===== src/rtl/multicycle_pkg.sv =====
// Shared types and encodings for the multicycle controller: FSM state
// enum, RV32 opcode constants and the datapath select encodings.
package multicycle_pkg;

  typedef enum logic [3:0] {
    FETCH  = 4'd0,
    DECODE = 4'd1,
    MEMADR = 4'd2,
    MEMRD  = 4'd3,
    MEMWB  = 4'd4,
    MEMWR  = 4'd5,
    EXEC_R = 4'd6,
    EXEC_I = 4'd7,
    ALUWB  = 4'd8,
    BRANCH = 4'd9,
    JAL    = 4'd10,
    HALT   = 4'd11
  } state_t;

  localparam logic [6:0] OP_LOAD   = 7'b0000011;
  localparam logic [6:0] OP_STORE  = 7'b0100011;
  localparam logic [6:0] OP_RTYPE  = 7'b0110011;
  localparam logic [6:0] OP_ITYPE  = 7'b0010011;
  localparam logic [6:0] OP_BRANCH = 7'b1100011;
  localparam logic [6:0] OP_JAL    = 7'b1101111;

  localparam logic [2:0] F3_BEQ = 3'b000;
  localparam logic [2:0] F3_BNE = 3'b001;

  localparam logic [1:0] SRCA_PC    = 2'b00;
  localparam logic [1:0] SRCA_OLDPC = 2'b01;
  localparam logic [1:0] SRCA_RS1   = 2'b10;

  localparam logic [1:0] SRCB_RS2  = 2'b00;
  localparam logic [1:0] SRCB_IMM  = 2'b01;
  localparam logic [1:0] SRCB_FOUR = 2'b10;

  localparam logic [1:0] ALUOP_ADD   = 2'b00;
  localparam logic [1:0] ALUOP_SUB   = 2'b01;
  localparam logic [1:0] ALUOP_FUNCT = 2'b10;

  localparam logic [1:0] RES_ALUOUT = 2'b00;
  localparam logic [1:0] RES_MEM    = 2'b01;
  localparam logic [1:0] RES_ALU    = 2'b10;

endpackage


===== src/rtl/mem_wait_timer.sv =====
// Memory stall watchdog: counts consecutive cycles in which a request is
// outstanding without mem_ready and flags expiry on the MEM_TIMEOUT-th one.
module mem_wait_timer #(
  parameter int MEM_TIMEOUT = 16
) (
  input  logic clk,
  input  logic rst_n,
  input  logic clr,
  input  logic waiting,
  output logic expire
);

  localparam logic [7:0] LAST = 8'(MEM_TIMEOUT - 1);

  logic [7:0] cnt;

  // Consecutive stall counter; any state change or served request restarts it.
  always_ff @(posedge clk or negedge rst_n) begin
    if (!rst_n) begin
      cnt <= '0;
    end else if (clr || !waiting) begin
      cnt <= '0;
    end else begin
      cnt <= cnt + 8'd1;
    end
  end

  assign expire = waiting && (cnt == LAST);

endmodule


===== src/rtl/multicycle_ctrl.sv =====
// Multicycle RV32 subset control unit (load/store, R/I ALU, beq/bne, jal).
// Optional build macro PERF_CNT_EN adds cycle_cnt / instret_cnt outputs.
module multicycle_ctrl
  import multicycle_pkg::*;
#(
  parameter int MEM_TIMEOUT = 16
) (
  input  logic       clk,
  input  logic       rst_n,
  input  logic [6:0] opcode,
  input  logic [2:0] funct3,
  input  logic       alu_zero,
  input  logic       mem_ready,
  output logic       mem_req,
  output logic       mem_we,
  output logic       ir_we,
  output logic       pc_we,
  output logic       reg_we,
  output logic       adr_src,
  output logic [1:0] alu_src_a,
  output logic [1:0] alu_src_b,
  output logic [1:0] alu_op,
  output logic [1:0] result_src,
  output logic       fault,
  output logic [3:0] state_o
`ifdef PERF_CNT_EN
  ,
  output logic [31:0] cycle_cnt,
  output logic [31:0] instret_cnt
`endif
);

  state_t state, next;
  logic   mem_req_c, mem_we_c, ir_we_c, pc_we_c, reg_we_c;
  logic   fault_set;
  logic   waiting, expire, state_chg;

  // Stall is derived from the state alone so the timer never feeds back
  // combinationally into itself through the next-state logic.
  assign waiting   = ((state == FETCH) || (state == MEMRD) || (state == MEMWR)) && !mem_ready;
  assign state_chg = (next != state);

  mem_wait_timer #(.MEM_TIMEOUT(MEM_TIMEOUT)) u_timer (
    .clk    (clk),
    .rst_n  (rst_n),
    .clr    (state_chg),
    .waiting(waiting),
    .expire (expire)
  );

  // State register; reset parks the machine in FETCH.
  always_ff @(posedge clk or negedge rst_n) begin
    if (!rst_n) begin
      state <= FETCH;
    end else begin
      state <= next;
    end
  end

  // Sticky fault flag, cleared only by reset.
  always_ff @(posedge clk or negedge rst_n) begin
    if (!rst_n) begin
      fault <= 1'b0;
    end else if (fault_set) begin
      fault <= 1'b1;
    end
  end

  // Next-state and datapath control decode.
  always_comb begin
    next       = state;
    mem_req_c  = 1'b0;
    mem_we_c   = 1'b0;
    ir_we_c    = 1'b0;
    pc_we_c    = 1'b0;
    reg_we_c   = 1'b0;
    adr_src    = 1'b0;
    alu_src_a  = SRCA_PC;
    alu_src_b  = SRCB_RS2;
    alu_op     = ALUOP_ADD;
    result_src = RES_ALUOUT;
    fault_set  = 1'b0;
    case (state)
      FETCH: begin
        mem_req_c  = 1'b1;
        alu_src_b  = SRCB_FOUR;
        result_src = RES_ALU;
        if (mem_ready) begin
          ir_we_c = 1'b1;
          pc_we_c = 1'b1;
          next    = DECODE;
        end else if (expire) begin
          next      = HALT;
          fault_set = 1'b1;
        end
      end
      DECODE: begin
        // Branch/jump target precomputed into the ALU out register.
        alu_src_a = SRCA_OLDPC;
        alu_src_b = SRCB_IMM;
        case (opcode)
          OP_LOAD, OP_STORE: next = MEMADR;
          OP_RTYPE:          next = EXEC_R;
          OP_ITYPE:          next = EXEC_I;
          OP_BRANCH:         next = BRANCH;
          OP_JAL:            next = JAL;
          default: begin
            next      = HALT;
            fault_set = 1'b1;
          end
        endcase
      end
      MEMADR: begin
        alu_src_a = SRCA_RS1;
        alu_src_b = SRCB_IMM;
        next      = (opcode == OP_LOAD) ? MEMRD : MEMWR;
      end
      MEMRD: begin
        mem_req_c = 1'b1;
        adr_src   = 1'b1;
        if (mem_ready) begin
          next = MEMWB;
        end else if (expire) begin
          next      = HALT;
          fault_set = 1'b1;
        end
      end
      MEMWB: begin
        reg_we_c   = 1'b1;
        result_src = RES_MEM;
        next       = FETCH;
      end
      MEMWR: begin
        mem_req_c = 1'b1;
        mem_we_c  = 1'b1;
        adr_src   = 1'b1;
        if (mem_ready) begin
          next = FETCH;
        end else if (expire) begin
          next      = HALT;
          fault_set = 1'b1;
        end
      end
      EXEC_R: begin
        alu_src_a = SRCA_RS1;
        alu_src_b = SRCB_RS2;
        alu_op    = ALUOP_FUNCT;
        next      = ALUWB;
      end
      EXEC_I: begin
        alu_src_a = SRCA_RS1;
        alu_src_b = SRCB_IMM;
        alu_op    = ALUOP_FUNCT;
        next      = ALUWB;
      end
      ALUWB: begin
        reg_we_c   = 1'b1;
        result_src = RES_ALUOUT;
        next       = FETCH;
      end
      BRANCH: begin
        // Target from DECODE sits in the ALU out register; the ALU compares.
        alu_src_a  = SRCA_RS1;
        alu_src_b  = SRCB_RS2;
        alu_op     = ALUOP_SUB;
        result_src = RES_ALUOUT;
        next       = FETCH;
        case (funct3)
          F3_BEQ:  pc_we_c = alu_zero;
          F3_BNE:  pc_we_c = !alu_zero;
          default: fault_set = 1'b1;
        endcase
      end
      JAL: begin
        // Jump target goes to PC while the ALU forms the link value oldPC+4.
        pc_we_c    = 1'b1;
        result_src = RES_ALUOUT;
        alu_src_a  = SRCA_OLDPC;
        alu_src_b  = SRCB_FOUR;
        next       = ALUWB;
      end
      HALT: begin
        next = HALT;
      end
      default: begin
        next      = HALT;
        fault_set = 1'b1;
      end
    endcase
  end

  // Reset asynchronously kills every enable, even mid-access.
  assign mem_req = mem_req_c & rst_n;
  assign mem_we  = mem_we_c  & rst_n;
  assign ir_we   = ir_we_c   & rst_n;
  assign pc_we   = pc_we_c   & rst_n;
  assign reg_we  = reg_we_c  & rst_n;
  assign state_o = state;

`ifdef PERF_CNT_EN
  // Free-running cycle and retired-instruction counters.
  always_ff @(posedge clk or negedge rst_n) begin
    if (!rst_n) begin
      cycle_cnt   <= '0;
      instret_cnt <= '0;
    end else begin
      if (state != HALT) begin
        cycle_cnt <= cycle_cnt + 32'd1;
      end
      if ((next == FETCH) && (state != FETCH)) begin
        instret_cnt <= instret_cnt + 32'd1;
      end
    end
  end
`endif

endmodule


===== config.mk =====
export PLATFORM = sky130hd
export DESIGN_NAME = multicycle_ctrl
export DESIGN_NICKNAME = d
export VERILOG_FILES = /design/src/rtl/multicycle_pkg.sv /design/src/rtl/mem_wait_timer.sv /design/src/rtl/multicycle_ctrl.sv
export SDC_FILE = /design/constraint.sdc
export NUM_CORES = 1
export LEC_CHECK = 0
export CORE_ASPECT_RATIO = 1.2
export CORE_UTILIZATION = 40
export CTS_CLUSTER_DIAMETER = 60
export DETAILED_ROUTE_END_ITERATION = 10
export PLACE_DENSITY = 0.74
export SLEW_MARGIN = 20
export SYNTH_ARGS = -nofsm -noshare
export SYNTH_HDL_FRONTEND = slang
export SYNTH_SLANG_ARGS = --single-unit

===== constraint.sdc =====
create_clock -name clk -period 1.67 [get_ports clk]
set_clock_uncertainty 0.2 [all_clocks]
set_input_delay 0.334 -clock clk [delete_from_list [all_inputs] [get_ports clk]]
set_output_delay 0.334 -clock clk [all_outputs]
set_load 0.05 [all_outputs]

==> flow_summary.ini, run 1 <==
[status]
status = aborted with a tool error
stop_stage = clock tree synthesis
error = [ERROR DPL-0038] Utilization greater than 100%, impossible to legalize

[synth]
ys_seq_elements = 13
synth_flop_cell = dfrtp_1
ys_async_sr_fraction_pct = 100
synth.avg_cell_area_sq_um = 8.01
synth_edf_count = 0
yosysSeqAreaShare_pct = 33.0
synth.distinct_cells = 39
synth_area_sq_um = 985
yosys.area.top_type_share_pct = 33.0
yosysWarnings = 0
synth_area_leader_cell = dfrtp_1
synthCells = 123
synth_area_leaders = dfrtp_1, nor2_1, xnor2_1
synthesis.nets = 138

[floorplanning]
start_util_pct = 42.7
die_w_um = 47.3
die_h_um = 56.4
row_count = 19
pin_count = 33

[clock_tree]
post-cts-setup-buffers = 16
cts.sinks = 13
htree_levels = 1
numCtsBuffers = 3
clock_path_buffers = 2
cts_root_buffer = clkbuf_4
ctsHoldBuffers = 0
cts_resized = 63

[placement]
port_buffers = 32
dp_hpwl_mm = 2.96
place_congestion = 0.855
pre_cts_ws_ns = -0.734
## synth_stat cells, types with 3 or more instances
master	count
nor2_1	18
dfrtp_1	13
nand2_1	8
nor3_1	7
a21oi_1	6
inv_1	6
xnor2_1	6
xor2_1	5
and3_1	4
nand2b_1	4
nand3_1	4
o21ai_0	4
a22oi_1	3
buf_4	3
or3_1	3
## logic make-up after synthesis
kind of cell,count (synthesis),share of synthesized area (%)
adder cells (fa/ha/maj),2,2.29
XOR/XNOR,11,9.78
AND/OR/NAND/NOR,60,30.7
flip-flops,13,33.0
buffers and inverters,12,6.61
AO/OA/AOI/OAI,25,17.5
## metrics by stage
| step | utilization [%] | instances | hold WS [ns] | cell area [sq um] | TNS [ns] |
|---|---|---|---|---|---|
| after floorplan | - | 123 | -0.162 | 1170 | -5.37 |
| after global placement | 87.1 | 225 | 0.242 | 2010 | -6.61 |
| after detailed placement | 87.1 | 225 | 0.244 | 2010 | -7.46 |
==> run 2: changes to the inputs <==
- CORE_AREA: unset -> 2 2 63 65
- CORE_ASPECT_RATIO: 1.2 -> unset
- CORE_UTILIZATION: 40 -> unset
- CTS_CLUSTER_DIAMETER: 60 -> unset
- DIE_AREA: unset -> 0 0 65 67
- PLACE_DENSITY: 0.74 -> unset
- PLACE_DENSITY_LB_ADDON: unset -> 0.15
- clock period: 1.67 -> 2.2 ns (I/O delays scaled with it)
==> run 2 against run 1 <==
The flow now finishes, with violations (setup timing). Synthesized cell count unchanged. Synthesized area unchanged.
==> flow_summary.ini, run 2 <==
[status]
status = finished with violations
violations = setup timing

[synth]
synthCells = 123
synth_edf_count = 0
ys_seq_elements = 13
yosysWarnings = 0
synth.avg_cell_area_sq_um = 8.01
yosysSeqAreaShare_pct = 33.0
yosysMostFrequentCell = nor2_1
synth_area_sq_um = 985
synth_flop_cell = dfrtp_1
synthesis.nets = 138
ys_top_cells_by_count = nor2_1, dfrtp_1, nand2_1, nor3_1
synth_area_leader_cell = dfrtp_1
synth_area_leaders = dfrtp_1, nor2_1, xnor2_1
synth.distinct_cells = 39
yosys.area.top_type_share_pct = 33.0
ys_async_sr_fraction_pct = 100

[floorplanning]
die_h_um = 67
die_w_um = 65
die_area_sq_um = 4360
start_util_pct = 27.3
row_count = 22
pin_count = 33
core_sq_um = 3610

[sta]
max_slew.worst_pin.slew_ns = 0.420
setup_slack_ns = -0.00589
rsz0062_at_grt = true
fin_crit_ns = 2.21
fmax_ghz = 0.453
final_hold_viol_count = 0
slew_headroom_pct = 71.8
finalSetupViolations = 3
drv_slew = 0
fin_crit_sh_pct = 100
whs_ns = 0.253

[grt]
grt_start_max_net_pins = 14
antenna_found_initial = 0
grt_pass1_vias = 1132
grt_overflow_total = 0
grt_pass1_wl_mm = 5.34
grt_usage_pct = 15.6

[routing]
detail-route-antenna-nets = 0
drc = 0
vias = 1132
first_iter_violations = 28
drt_wl_total_mm = 3.06
vias_per_cell = 4.76
firstDrtPassIters = 4
wl_per_cell_um = 12.8

[clock_tree]
clkTransAtPathRegs_ns = 0.05
numCtsBuffers = 3
htree_levels = 1
cts_tree = built
clock_path_buffers = 2
ctsHoldBuffers = 0
cts_root_buffer = clkbuf_8
cts.sinks = 13
worst_skew_pair.late_latency_ns = 0.24

[finish]
layout_commonest_cell = buf_4
syn2layout_area_growth_pct = 99.2
num_antenna_cells = 0
top_register = u_timer.cnt
largest_register_ffs = 8
drive_gt1_share_pct = 44.7
final_cell_mix = buf_4, buf_12, nor2_1, dfrtp_1, clkdlybuf4s50_1
fin_nets = 206

[critical_path]
slowest_delay_ns = 0.47
critPathKind = reg2out
critPathCaptureType = primary output
path_common_cell = buf_4
cp-start-kind = flip-flop
cp.arrival_ns = 1.57
crit_family = buffers and inverters
worst_ep_required_time_ns = 1.56
path_max_fanout = 9
crit_chain = buf_4 > buf_4 > a2111oi_4 > buf_12
cp_num_buf_inv = 3
reg2reg_depth = 5
slowest_stage = dfrtp_2
crit_cells = 4

[job]
maxCapViolations = 0

[placement]
dp_hpwl_mm = 2.46
port_buffers = 32
place_congestion = 0.778
pre_cts_ws_ns = -0.381

[power_and_ir_drop]
p_leak_nw = 0.831
ir_worst_vdd_mv = 0.574
p_per_area_nw_per_um2 = 1440
total_power_mw = 2.82

[hold_path]
min-delay-path-class = reg2reg
hold_path_depth = 1
[run 2: cell counts after synthesis]
No cell type changed its count.
[run 2: per-layer routing]
| metal | GRT usage (%) | part of all wire, % | vias up |
|---|---|---|---|
| li1 | - | - | 577 |
| met1 | 19.7 | 43 | 535 |
| met2 | 28.4 | 53 | 18 |
| met3 | 1.69 | 2.5 | 2 |
| met4 | 3.72 | 0.88 | 0 |
| met5 | 0 | 0 | - |
[run 2: metrics by stage]
step	TNS [ns]	area [sq um]	utilization [%]	cells
after global placement	-0.527	1790	49.7	222
final	-0.0113	1960	54.4	238
after detailed placement	-0.731	1790	49.7	222
after floorplan	-0.468	1120	-	123
after global routing	-0.337	1960	54.4	238
after CTS	-0.0348	1930	53.6	237
[run 2: final timing paths]
kind,from,endpoint,slack (ns)
min,u_timer.cnt[0],u_timer.cnt[0],0.25
min in group asynchronous,rst_n,state_o[3],0.48
min reg2reg,u_timer.cnt[0],u_timer.cnt[0],0.25
max in group asynchronous,rst_n,state_o[2],1.15
max,state_o[0],reg_we,-0.006
max reg2reg,state_o[0],state_o[1],0.15
[run 2: kinds of logic (layout without fill, tap and decap cells)]
kind of cell / after synthesis / count (layout) / synth area share, %
fa+ha+maj: 2 / 2 / 2.29
compound gates: 25 / 25 / 17.5
xor+xnor: 11 / 11 / 9.78
buf+inv: 12 / 79 / 6.61
flops: 13 / 13 / 33.0
simple gates: 60 / 60 / 30.7
[run 2: final cells by class]
class | count | area, sq um
clock buffers | 4 | 45.0
inverters | 6 | 22.5
repair buffers | 69 | 754
well taps | 48 | 60.1
flip-flops and latches | 13 | 330
fillers | 321 | 1640
multi-input cells | 98 | 749
[run 2: worst reg2reg max path: stages, from the launching register on]
cell and delay (ns):
dfrtp_2 0.47, buf_4 0.16, or4_1 0.50, or4_1 0.41
nand3_1 0.11, a221o_1 0.14
[run 2: power by group]
group          switching, mW  internal (mW)  total [mW]
Combinational           1.19           1.06        2.25
Sequential            0.0695          0.293       0.362
Clock                 0.0840          0.128       0.212
Total                   1.34           1.48        2.82
[run 2: what timing repair did]
item                                    in CTS  in global routing
resized for setup                           17                  4
setup buffers                               11                  1
pin swaps                                    5                  0
endpoints found under the setup margin       7                  8
No activity file was read; power rests on OpenSTA's default activity.
==> run 3: changes to the inputs <==
- ABC_CLOCK_PERIOD_IN_PS: unset -> 2800
- SLEW_MARGIN: 20 -> unset
- clock period: 2.2 -> 2.8 ns (I/O delays scaled with it)
==> run 3 against run 2 <==
Worst hold slack barely moved. Sequential cell count stayed put. Die area unchanged. Non-clock buffer count shrank 29. The run now ends clean. Setup slack gained 0.17 ns. Routed wire length shrank 8.3%. Count of clock-buffer cells in the layout down 1. Sequential share of layout area grew 3.9 points. Clock power fell by 23%. Critical endpoint is now pc_we. Register-to-register slack gained 0.48 ns. Highest routed layer is now met3. Sequential power shrank 16%.
==> flow_summary.ini, run 3 (synthesized netlist as in run 2, its figures left out) <==
[power_and_ir_drop]
clkPwrFrac_pct = 9.2
p_per_area_nw_per_um2 = 1140
switching_power_mw = 0.923
p_int_mw = 0.871
power_frac_comb_pct = 73.9
p_leak_nw = 0.652
sequentialPowerShare_pct = 16.9
ir_worst_vdd_mv = 0.466
switching_share_pct = 51.5

[job]
maxCapViolations = 0

[hold_path]
hold_path_depth = 1
min_to = u_timer.cnt[0]
min_from = u_timer.cnt[0]
min-delay-path-class = reg2reg

[clock_tree]
numCtsBuffers = 3
clock_path_buffers = 2
cts_tree = built
htree_levels = 1
clkTransAtPathRegs_ns = 0.06
worst_skew_pair.late_latency_ns = 0.24
cts_root_buffer = clkbuf_8
cts.sinks = 13

[critical_path]
crit_chain = dlygate4sd2_1 > or2_2 > o32a_1 > o21ai_1 > and3_1 > buf_12
r2r_end = state_o[1]
reg2reg_depth = 5
regToRegStartpoint = state_o[2]
reg2reg_slack_ns = 0.63
path_max_fanout = 2
slowest_delay_ns = 0.33
worst_ep_required_time_ns = 2.04
cp-start-kind = input pin
critPathKind = in2out
critPathCaptureType = primary output
cp.arrival_ns = 1.88
slowest_stage = o32a_1

[placement]
dp_hpwl_mm = 2.15
pre_cts_ws_ns = -0.0767
port_buffers = 32
place_congestion = 0.837

[grt]
grt_overflow_total = 0
grt_usage_pct = 14.0
grt_pass1_wl_mm = 4.80
grt_start_max_net_pins = 16
antenna_found_initial = 0
grt_pass1_vias = 1017

[floorplanning]
pin_count = 33
row_count = 22
die_w_um = 65
die_area_sq_um = 4360
die_h_um = 67
core_sq_um = 3610
start_util_pct = 27.3

[routing]
firstDrtPassIters = 7
detail-route-antenna-nets = 0
drc = 0
wl_per_cell_um = 13.4
vias = 1040
first_iter_violations = 55
drt_wl_total_mm = 2.81
vias_per_cell = 4.98

[sta]
fin_crit_ns = 2.64
whs_ns = 0.254
setup_slack_ns = 0.160
rsz0062_at_grt = false
max_slew.worst_pin.slew_ns = 0.504
drv_slew = 0
finalSetupViolations = 0
slew_headroom_pct = 66.3
fin_crit_sh_pct = 94.3
final_hold_viol_count = 0
fmax_ghz = 0.379

[finish]
drive_gt1_share_pct = 22.4
top_register = u_timer.cnt
final_util_pct = 43.5
fin_nets = 177
num_antenna_cells = 0
final_cell_mix = nor2_1, clkdlybuf4s50_1, dfrtp_1, buf_4, buf_12
layout_commonest_cell = nor2_1
syn2layout_area_growth_pct = 59.3
largest_register_ffs = 8

[status]
status = completed
## run 3: critical path, delay by kind of cell
family,cells,cell delay (ns)
buf+inv,2,0.39
simple gates,2,0.50
compound gates,2,0.43
## run 3: metal layers
metal / up-vias / wire length, um / GRT usage (%)
li1: 513 / - / -
met1: 506 / 1360 / 19.2
met2: 21 / 1360 / 22.9
met3: 0 / 90 / 3.89
met4: 0 / 0 / 0.798
met5: - / 0 / 0
## run 3: how the worst max path moves through the flow
stage                         to  slack, ns       start
final                      pc_we       0.16   funct3[1]
after detailed placement   pc_we      -0.08   funct3[1]
after CTS                  pc_we       0.15   funct3[1]
after floorplan           reg_we      -0.14  state_o[3]
after global placement     pc_we      -0.01   funct3[1]
after global routing       pc_we       0.08   funct3[1]
## run 3: per-stage QoR
stage               area (sq um)  power (mW)  std cells  TNS (ns)
floorplan                   1030        1.12        123    -0.242
CTS                         1570        1.81        209         0
finish                      1570        1.79        209         0
global route                1570        1.91        209         0
global placement            1530        1.63        205   -0.0144
detailed placement          1530        1.64        205   -0.0767
## run 3: power groups by stage
stage               clock network, mW  registers, mW  logic, mW
floorplan                           0          0.353      0.766
global placement                    0          0.307       1.32
detailed placement                  0          0.306       1.33
CTS                             0.172          0.303       1.34
global route                    0.180          0.311       1.42
finish                          0.164          0.303       1.33
## run 3: what timing repair did
action | in CTS | in global routing
buffers inserted | 0 | 0
hold buffers | 0 | 0
setup endpoints to repair | 1 | 0
resized for setup | 3 | 0
endpoints found under the hold margin | 0 | 0
## run 3: layout make-up
class                   count  area (sq um)
clock buffers               3          41.3
clock inverters             1          5.00
fillers                   363          2040
inverters                   6          22.5
multi-input cells          98           637
flip-flops and latches     13           325
well taps                  48          60.1
repair buffers             40           478
==> run 4: changes to the inputs <==
- HOLD_SLACK_MARGIN: unset -> 0.12
==> results of run 4 <==
Same layout as run 3: the final DEF is identical, and so are final timing and power.
